`src/rtl/mux4x1_rr.sv`:
```
// Four-channel round-robin merge into one registered, handshaked output word.
// Define MUX4X1_FIXED_PRIORITY_EN to replace round-robin with fixed priority a > b > c > d.
module mux4x1_rr #(
    parameter int WIDTH = 1
) (
    input  logic             clock,
    input  logic             reset,
    input  logic             run,
    input  logic [WIDTH-1:0] in_a,
    input  logic [WIDTH-1:0] in_b,
    input  logic [WIDTH-1:0] in_c,
    input  logic [WIDTH-1:0] in_d,
    input  logic             valid_a,
    input  logic             valid_b,
    input  logic             valid_c,
    input  logic             valid_d,
    output logic             ready_a,
    output logic             ready_b,
    output logic             ready_c,
    output logic             ready_d,
    output logic [WIDTH-1:0] out,
    output logic [1:0]       select,
    output logic             enable,
    input  logic             ack
);

    typedef enum logic {
        EMPTY = 1'b0,
        FULL  = 1'b1
    } state_t;

    state_t           state_r;
    state_t           state_next_s;
    logic [1:0]       last_grant_r;
    logic [1:0]       prio_base_s;
    logic [WIDTH-1:0] out_r;
    logic [1:0]       select_r;
    logic             enable_r;
    logic [3:0]       valid_s;
    logic [3:0]       ready_s;
    logic [2:0]       pick_s;
    logic [1:0]       winner_s;
    logic             any_valid_s;
    logic             load_s;
    logic             accept_s;
    logic [WIDTH-1:0] win_data_s;

    // Scan from base+1 upward with wrap; returns {found, index}. Iterating
    // from the lowest-priority offset lets the highest-priority hit win.
    function automatic logic [2:0] rr_pick(input logic [3:0] v, input logic [1:0] base);
        logic [2:0] pick;
        logic [1:0] idx;
        pick = 3'b000;
        for (int i = 4; i >= 1; i--) begin
            idx = base + i[1:0];
            if (v[idx]) begin
                pick = {1'b1, idx};
            end else begin
                pick = pick;
            end
        end
        return pick;
    endfunction

`ifdef MUX4X1_FIXED_PRIORITY_EN
    assign prio_base_s = 2'b11;
`else
    assign prio_base_s = last_grant_r;
`endif

    // Arbitration and handshake decode
    always_comb begin
        valid_s     = {valid_d, valid_c, valid_b, valid_a};
        pick_s      = rr_pick(valid_s, prio_base_s);
        any_valid_s = pick_s[2];
        winner_s    = pick_s[1:0];
        load_s      = run & ~reset & ((state_r == EMPTY) | ack);
        accept_s    = load_s & any_valid_s;
        if (accept_s) begin
            ready_s = 4'b0001 << winner_s;
        end else begin
            ready_s = 4'b0000;
        end
        case (winner_s)
            2'd0:    win_data_s = in_a;
            2'd1:    win_data_s = in_b;
            2'd2:    win_data_s = in_c;
            2'd3:    win_data_s = in_d;
            default: win_data_s = in_a;
        endcase
    end

    // Next-state: fill on acceptance, drain on ack without a replacement
    always_comb begin
        state_next_s = state_r;
        case (state_r)
            EMPTY: begin
                if (accept_s) begin
                    state_next_s = FULL;
                end else begin
                    state_next_s = EMPTY;
                end
            end
            FULL: begin
                if (ack & ~accept_s) begin
                    state_next_s = EMPTY;
                end else begin
                    state_next_s = FULL;
                end
            end
            default: state_next_s = EMPTY;
        endcase
    end

    // Output word register, FSM state and rotating pointer
    always_ff @(posedge clock or posedge reset) begin
        if (reset) begin
            state_r      <= EMPTY;
            last_grant_r <= 2'b11;
            out_r        <= {WIDTH{1'b0}};
            select_r     <= 2'b00;
            enable_r     <= 1'b0;
        end else begin
            state_r  <= state_next_s;
            enable_r <= (state_next_s == FULL);
            if (accept_s) begin
                out_r        <= win_data_s;
                select_r     <= winner_s;
                last_grant_r <= winner_s;
            end else begin
                out_r        <= out_r;
                select_r     <= select_r;
                last_grant_r <= last_grant_r;
            end
        end
    end

    assign ready_a = ready_s[0];
    assign ready_b = ready_s[1];
    assign ready_c = ready_s[2];
    assign ready_d = ready_s[3];
    assign out     = out_r;
    assign select  = select_r;
    assign enable  = enable_r;

endmodule

```
`config.mk`:
```
export PLATFORM = sky130hd
export DESIGN_NAME = mux4x1_rr
export DESIGN_NICKNAME = d
export VERILOG_FILES = /design/src/rtl/mux4x1_rr.sv
export SDC_FILE = /design/constraint.sdc
export NUM_CORES = 1
export LEC_CHECK = 0
export ABC_CLOCK_PERIOD_IN_PS = 2000
export BUFFER_PORTS_ARGS = -buffer_cell sky130_fd_sc_hd__clkbuf_2
export CORE_AREA = 5 5 42 44
export CTS_CLUSTER_DIAMETER = 100
export DETAILED_ROUTE_END_ITERATION = 6
export DIE_AREA = 0 0 47 49
export SYNTH_ARGS = -nofsm -noshare
export SYNTH_HDL_FRONTEND = slang
export SYNTH_SLANG_ARGS = --single-unit
```
`constraint.sdc`:
```
create_clock -name clock -period 2 [get_ports clock]
set_clock_uncertainty 0.1 [all_clocks]
set_input_delay 0.1 -clock clock [delete_from_list [all_inputs] [get_ports clock]]
set_output_delay 0.1 -clock clock [all_outputs]
set_load 0.05 [all_outputs]
```
# Yosys cells after proc, flatten, opt, wreduce, memory -nomap -nowiden
# Index checks and enable logic that the tools add are counted.
op_classes:
  n_reduce_logical: 1
  bitwise_logic: 8
  n_addsub: 3
  div: 0
  magnitude_cmp: 4
  eq_ne: 3
  n_mul: 0
  n_shift: 1
  muxes: 17
ops:
  columns: ["cell", "n"]
  rows:
  - ["2-bit by 3-bit less-than comparator with 1-bit output, second input constant", 4]
  - ["3-bit 2-to-1 mux", 4]
  - ["1-bit binary-select mux with 2-bit select", 4]
  - ["1-bit 2-to-1 mux", 6]
  - ["2-bit adder, second input constant", 2]
  - ["1-bit AND", 4]
  - ["2-bit == test, second input constant", 2]
  - ["4-bit 2-to-1 mux", 1]
  - ["1-bit one-hot mux with 4 select lines", 1]
  - ["1-bit by 2-bit << shifter with 4-bit output, first input constant", 1]
  - ["1-bit NOT", 3]
  - ["2-bit by 1-bit adder with 2-bit output, second input constant", 1]
  - ["2-bit by 1-bit == test with 1-bit output, second input constant", 1]
  - ["2-bit zero test", 1]
  - ["1-bit one-hot mux with 2 select lines", 1]
  - ["1-bit bitwise OR", 1]
word_totals:
  n_memories: 0
  ramBits: 0
  romBits: 0
  output_inout_bits: 8
  inputBits: 12
  register_bits: 6
  latchBits: 0

# Logic depth before layout (Yosys ltp)
# Gate-level depths: netlist of the first run.
logic_depth:
  depth_word: 11
  depth_mapped: 6
  mapped_depth_nobuf: 5

# Least setup slack after synthesis of the first run
# OpenSTA, ideal clock, no wires.
synth_path:
  path_type: "flip-flop to output port"
  start: "register, netlist name enable"
  end: "output ready_c"
  stages_incl_launch_ff: 6
  path_buffers: 1
  arrival_time_ps: 1986
  setup_slack_ps: -186
  path_cell_list: "dfrtp_1 -> nand2b_1 -> nand4_2 -> buf_6 -> or2_2 -> nor2_1"
synth_rtl:
  columns: ["item", "line", "rtl"]
  rows:
  - ["end: declaration", "19", "output logic ready_c,"]

# Worst setup path in the final report of the first run
layout_path:
  start: "register last_grant_r[0]"
  end: "output ready_d"
layout_via:
  elab_chain_len: 8
layout_lines:
  columns: ["item", "line", "rtl"]
  rows:
  - ["start: declaration", "34", "logic [1:0] last_grant_r;"]
  - ["start signal: assignment", "129", "last_grant_r <= winner_s;"]
  - ["start signal: assignment", "133", "last_grant_r <= last_grant_r;"]
  - ["2-bit adder / 1-bit binary-select mux with 2-bit select (equally long branches)", "55, 56", null]
  - ["1-bit binary-select mux with 2-bit select / 1-bit 2-to-1 mux (equally long branches)", "56", "if (v[idx]) begin"]
  - ["1-bit 2-to-1 mux (implied by the code) / 3-bit 2-to-1 mux (equally long branches)", "56", null]
  - ["3-bit 2-to-1 mux (2 in a row)", "56", null]
  - ["3-bit 2-to-1 mux (*)", "56", null]
  - ["1-bit by 2-bit << shifter with 4-bit output / 1-bit AND (equally long branches)", "80, 78", null]
  - ["4-bit 2-to-1 mux (*)", "79", "if (accept_s) begin"]
  - ["end: declaration", "20", "output logic ready_d,"]
# Every way passes the cells marked *; elsewhere a longest branch is shown, timed or not. The select of a mux whose other input is x is not followed.

==> results of run 1 <==
[worst max-delay path, cell delays in order (launching register included)]
cell and delay [ns]:
dfstp_2 0.53, nand2b_4 0.12, o22a_1 0.20, nand2_2 0.09, or2_4 0.30, nor2_4 0.10, buf_8 0.15
[cell type report]
cell class / count / area (um2)
fillers: 141 / 732
multi-input cells: 34 / 298
repair buffers: 24 / 161
flip-flops and latches: 6 / 153
clock buffers: 3 / 22.5
well taps: 16 / 20.0
inverters: 4 / 15.0
[cell usage in the layout (no fill, tap or decap), drive strengths merged]
| cell type | Yosys | routed |
|---|---|---|
| o21ai | 1 | 1 |
| nand4 | 1 | 1 |
| o211ai | 1 | 1 |
| a21oi | 1 | 1 |
| nand2b | 5 | 5 |
| or2 | 2 | 2 |
| or4 | 1 | 1 |
| dfstp | 2 | 2 |
| a211oi | 2 | 2 |
| inv | 4 | 4 |
| a221o | 2 | 2 |
| nor2 | 6 | 6 |
| o22a | 1 | 1 |
| mux2 | 4 | 4 |
| dlygate4sd3 | 0 | 1 |
| buf | 1 | 8 |
| nand2 | 6 | 6 |
| a221oi | 1 | 1 |
| dfrtp | 4 | 4 |
| clkbuf | 0 | 18 |
[flip-flops by register name, indices dropped and copies added (netlist names)]
name and count:
last_grant_r 2, enable 1, out 1, select 2
[per-layer routing]
| metal | wire length, um | track usage | share of wire | up-vias |
|---|---|---|---|---|
| met5 | 0 | 0 | 0 | - |
| met2 | 498 | 0.133 | 0.46 | 17 |
| met1 | 480 | 0.146 | 0.44 | 183 |
| met3 | 115 | 0.0738 | 0.11 | 0 |
| met4 | 0 | 0.0138 | 0 | 0 |
| li1 | - | - | - | 210 |
[power by group]
group	switching [W]	total [W]	leakage (nW)	internal [W]
sequential	0.0000353	0.000213	0.0699	0.000178
clock	0.0000488	0.000117	0.0138	0.0000682
combinational	0.000251	0.000408	0.242	0.000157
total	0.000335	0.000738	0.326	0.000403
[final timing paths]
check,startpoint,to,cells past startpoint
worst max-delay path,last_grant_r[0],ready_d,6
min in group asynchronous,reset,select[1],4
worst min-delay path,ack,enable,3
worst max register to register,last_grant_r[0],out,5
worst min register to register,select[1],select[1],2
max in group asynchronous,reset,last_grant_r[1],4
[cell families after synthesis]
family | after synthesis | synth area share
buf+inv | 5 | 0.0607
mux | 4 | 0.113
flops | 6 | 0.353
simple gates | 21 | 0.260
compound gates | 9 | 0.214
[metrics by stage]
stage          worst slack (ns)  utilization  area (um2)
4_1_cts                -0.00154        0.436         611
5_1_grt                 -0.0281        0.478         669
2_1_floorplan            -0.186            -         438
3_3_place_gp             0.0936        0.403         564
6_report                 0.0528        0.478         669
3_5_place_dp             0.0562        0.403         564
[repair_timing]
item,CTS,global route
gates resized for setup,4,17
setup endpoints to repair,2,5
pin swaps,1,6
buffers inserted,0,1
endpoints found under the hold margin,6,0
hold buffers,1,0
==> impl_metrics.tcl, run 1 <==
set metrics [dict create \
    status "completed" \
    grt_pass1_vias 398 \
    cts_tree "built" \
    synth_top_area_frac 0.231 \
    grt_pass1_wl_um 1720 \
    yosysTopAreaCell "dfrtp_1" \
    cts_buffer_depth 2 \
    hpwl_um 810 \
    finalCriticalPeriod_ns 1.95 \
    syn_to_final_growth_pct 54.6 \
    finalMaxSlewViolations 0 \
    start_util 0.309 \
    start_kind "flop" \
    p_leak_nw 0.326 \
    placedCellCount 82 \
    dr_total_vias 410 \
    num_antenna_cells 0 \
    ys_ff_latch 6 \
    synthArstFlopShare 1.00 \
    r2r_slack_ns 0.11 \
    hold_slack_ns 0.0516 \
    vias_per_cell 4.71 \
    drt_wl_total_um 1090 \
    rows 14 \
    coreArea_um2 1400 \
    crit_required_ns 1.80 \
    numPortBuffers 19 \
    globalRouteTotalUtil 0.104 \
    drt_pass1_iterations 4 \
    cts_buffers 3 \
    layout.nets 85 \
    grt_start_max_net_pins 8 \
    hold_viol_final 0 \
    ios 20 \
    drtIter0Drc 6 \
    crit_fanout 3 \
    critPathArrivalTime_ns 1.75 \
    root_buffer "clkbuf_4" \
    fmaxAchievable_mhz 514 \
    clock_latency_ns 0.25 \
    setup_viol 0 \
    avgSynthCellArea_um2 9.62 \
    slew_headroom 0.755 \
    die_area_um2 2300 \
    drv_cap 0 \
    htreeDepth 1 \
    clock-sinks 6 \
    synth_edf_count 0 \
    drtAntennaViolNets 0 \
    ys.flop_type "dfrtp_1" \
    syn_nets 57 \
    cts.clk_slew.worst_paths_ns 0.05 \
    synth_commonest_cells "nand2_1, nor2_1, nand2b_1, dfrtp_1, inv_1" \
    fin_crit_sh 0.974 \
    final_cell_count_no_fill 87 \
    synth_area_um2 433 \
    drive_gt1_frac 0.620 \
    synthTopCellsByArea "dfrtp_1, dfstp_2, nand2b_1, a221oi_4, mux2_2" \
    grt_setup_unrepaired "yes" \
    critical_path_class "reg2out" \
    finalSetupTns_ns 0 \
    end_kind "primary output" \
    drc_errors 0 \
    die_w_um 47 \
    powerDensity_nw_per_um2 1100 \
    die_h_um 49 \
    overflow 0 \
    power.total_w 0.000738 \
    post_drt_wl_per_cell_um 12.6 \
    gp_congestion 0.682 \
    postSynthCellCount 45 \
    min_path_type "in2reg" \
    antenna_found_initial 0 \
    yosys_warnings 0 \
    worst_slew_pin_slew_ns 0.366 \
    vdd_drop_max_uv 794 \
    seq_area_frac_synth 0.353 \
    synthDistinctLibCells 22 \
]
Power figures use the tool's default switching activity.
==> run 2, diff against run 1 <==
==> config.mk (replaced) <==
export PLATFORM = sky130hd
export DESIGN_NAME = mux4x1_rr
export DESIGN_NICKNAME = d
export VERILOG_FILES = /design/src/rtl/mux4x1_rr.sv
export SDC_FILE = /design/constraint.sdc
export NUM_CORES = 1
export LEC_CHECK = 0
export ABC_CLOCK_PERIOD_IN_PS = 2000
export BUFFER_PORTS_ARGS = -buffer_cell sky130_fd_sc_hd__buf_2
export CELL_PAD_IN_SITES_DETAIL_PLACEMENT = 1
export CELL_PAD_IN_SITES_GLOBAL_PLACEMENT = 1
export CORE_MARGIN = 5
export CORE_UTILIZATION = 28
export CTS_CLUSTER_DIAMETER = 100
export DETAILED_ROUTE_END_ITERATION = 6
export PLACE_DENSITY_LB_ADDON = 0.1
export SYNTH_ARGS = -nofsm -noshare
export SYNTH_HDL_FRONTEND = slang
export SYNTH_SLANG_ARGS = --single-unit
==> impl_metrics.tcl, run 2 (synthesis gave the netlist of run 1 again) <==
set metrics [dict create \
    finalMaxSlewViolations 0 \
    drtIter0Drc 1 \
    min_path_type "in2reg" \
    cts_buffer_depth 2 \
    cts_buffers 3 \
    root_buffer "clkbuf_4" \
    dpl-instance-area_um2 564 \
    grt-busiest-layer "met2" \
    drtAntennaViolNets 0 \
    fin_ws_ns 0.0729 \
    overflow 0 \
    crit_fanout 3 \
    crit_required_ns 2.02 \
    rows 14 \
    dr_total_vias 428 \
    critical_path_class "reg2reg" \
    ios 20 \
    start_util 0.291 \
    vias_per_cell 4.92 \
    grt_pass1_vias 480 \
    fmaxAchievable_mhz 519 \
    setup_viol 0 \
    drt_wl_total_um 1220 \
    netSwitchingPower_w 0.000321 \
    num_antenna_cells 0 \
    cts.clk_slew.worst_paths_ns 0.04 \
    holdPathStages 3 \
    fillers 185 \
    grt_start_max_net_pins 8 \
    use_met2 0.176 \
    fin_crit_sh 0.964 \
    worst_slew_pin_slew_ns 0.350 \
    gp_congestion 0.765 \
    fin_area_um2 652 \
    globalRouteTotalUtil 0.110 \
    syn_to_final_growth_pct 50.6 \
    status "completed" \
    vdd_drop_max_uv 699 \
    numPortBuffers 19 \
    p_leak_nw 0.322 \
    layout.nets 85 \
    die_w_um 49.3 \
    die_h_um 49.3 \
    clock-sinks 6 \
    clock_latency_ns 0.24 \
    antenna_found_initial 0 \
    p_sw_frac 0.442 \
    powerDensity_nw_per_um2 1110 \
    grt_use_met3 0.0428 \
    hold_viol_final 0 \
    power.total_w 0.000726 \
    layout_commonest_cell "buf_2" \
    post_drt_wl_per_cell_um 14.0 \
    finalCriticalPeriod_ns 1.93 \
    cts_tree "built" \
    pwr-share-clk 0.146 \
    most-common-layout-cells "buf_2, nand2_1, buf_4" \
    coreArea_um2 1490 \
    grt_setup_unrepaired "yes" \
    end_kind "flop" \
    hpwl_um 969 \
    power.internal_w 0.000406 \
    post-place-ws_ns 0.0219 \
    met1_usage 0.131 \
    p_seq_frac 0.292 \
    grt_pass1_wl_um 2130 \
    comb_power_share 0.561 \
    critPathArrivalTime_ns 1.95 \
    drt_pass1_iterations 2 \
    htreeDepth 1 \
    die_area_um2 2430 \
    drc_errors 0 \
    start_kind "flop" \
    drive_gt1_frac 0.620 \
    slew_headroom 0.767 \
    reg2reg_depth 5 \
    drv_cap 0 \
]
==> run 2: cell count changes in the layout (fill, tap and decap cells not counted), moves of 2 or more <==
cell,change
nor2_4,-2
clkbuf_2,-15
nor2_2,+2
buf_2,+14
buf_8,-2
==> run 2: repair_timing <==
action                                  4_1_cts  5_1_grt
hold endpoints to repair                      6        0
pin swaps                                     1        2
hold buffers                                  1        0
buffers inserted                              1        0
gates resized for setup                       4       10
endpoints found under the setup margin        2        5
==> run 2: per-stage QoR <==
stage	setup TNS [ns]	utilization	hold slack (ns)	cells
after floorplan	-0.373	-	-0.195	45
after global placement	0	0.379	0.0145	82
after detailed placement	0	0.379	0.0166	82
after CTS	0	0.413	0.0654	87
after global routing	-0.0488	0.438	0.0702	87
final	0	0.438	0.0636	87
==> run 2: path summary, 6_finish.rpt <==
path / startpoint / end / slack, ns
max: last_grant_r[0] / out / 0.07
min: ack / enable / 0.06
max reg2reg: last_grant_r[0] / out / 0.07
min reg2reg: select[1] / select[1] / 0.38
max in group asynchronous: reset / last_grant_r[0] / 1.29
min in group asynchronous: reset / select[1] / 0.30
==> run 2: worst max-delay path: stages, from the launching register on <==
cell      delay, ns
dfstp_2        0.53
nand2b_4       0.12
o21ai_2        0.07
a221oi_4       0.34
mux2_4         0.33
a221o_1        0.31
==> run 2: power by group through the flow <==
stage / registers, W / logic [W] / clock network, W
6_report: 0.000212 / 0.000408 / 0.000106
5_1_grt: 0.000219 / 0.000437 / 0.000126
4_1_cts: 0.000211 / 0.000378 / 0.000114
3_5_place_dp: 0.000212 / 0.000364 / 0
3_3_place_gp: 0.000211 / 0.000359 / 0
2_1_floorplan: 0.000304 / 0.000174 / 0
==> run 2: routing by layer <==
metal | up-vias | wire length (um) | share of wire
met3 | 0 | 69 | 0.057
met1 | 208 | 506 | 0.42
met2 | 9 | 641 | 0.53
li1 | 211 | - | -
met4 | 0 | 0 | 0
met5 | - | 0 | 0
==> run 2: layout make-up <==
| type | count | area [um2] | area share |
|---|---|---|---|
| Inverter | 4 | 15.0 | 0.0230 |
| Timing Repair Buffer | 24 | 153 | 0.234 |
| Clock buffer | 3 | 22.5 | 0.0345 |
| Tap cell | 16 | 20.0 | 0.0307 |
| Multi-Input combinational cell | 34 | 289 | 0.443 |
| Sequential cell | 6 | 153 | 0.234 |
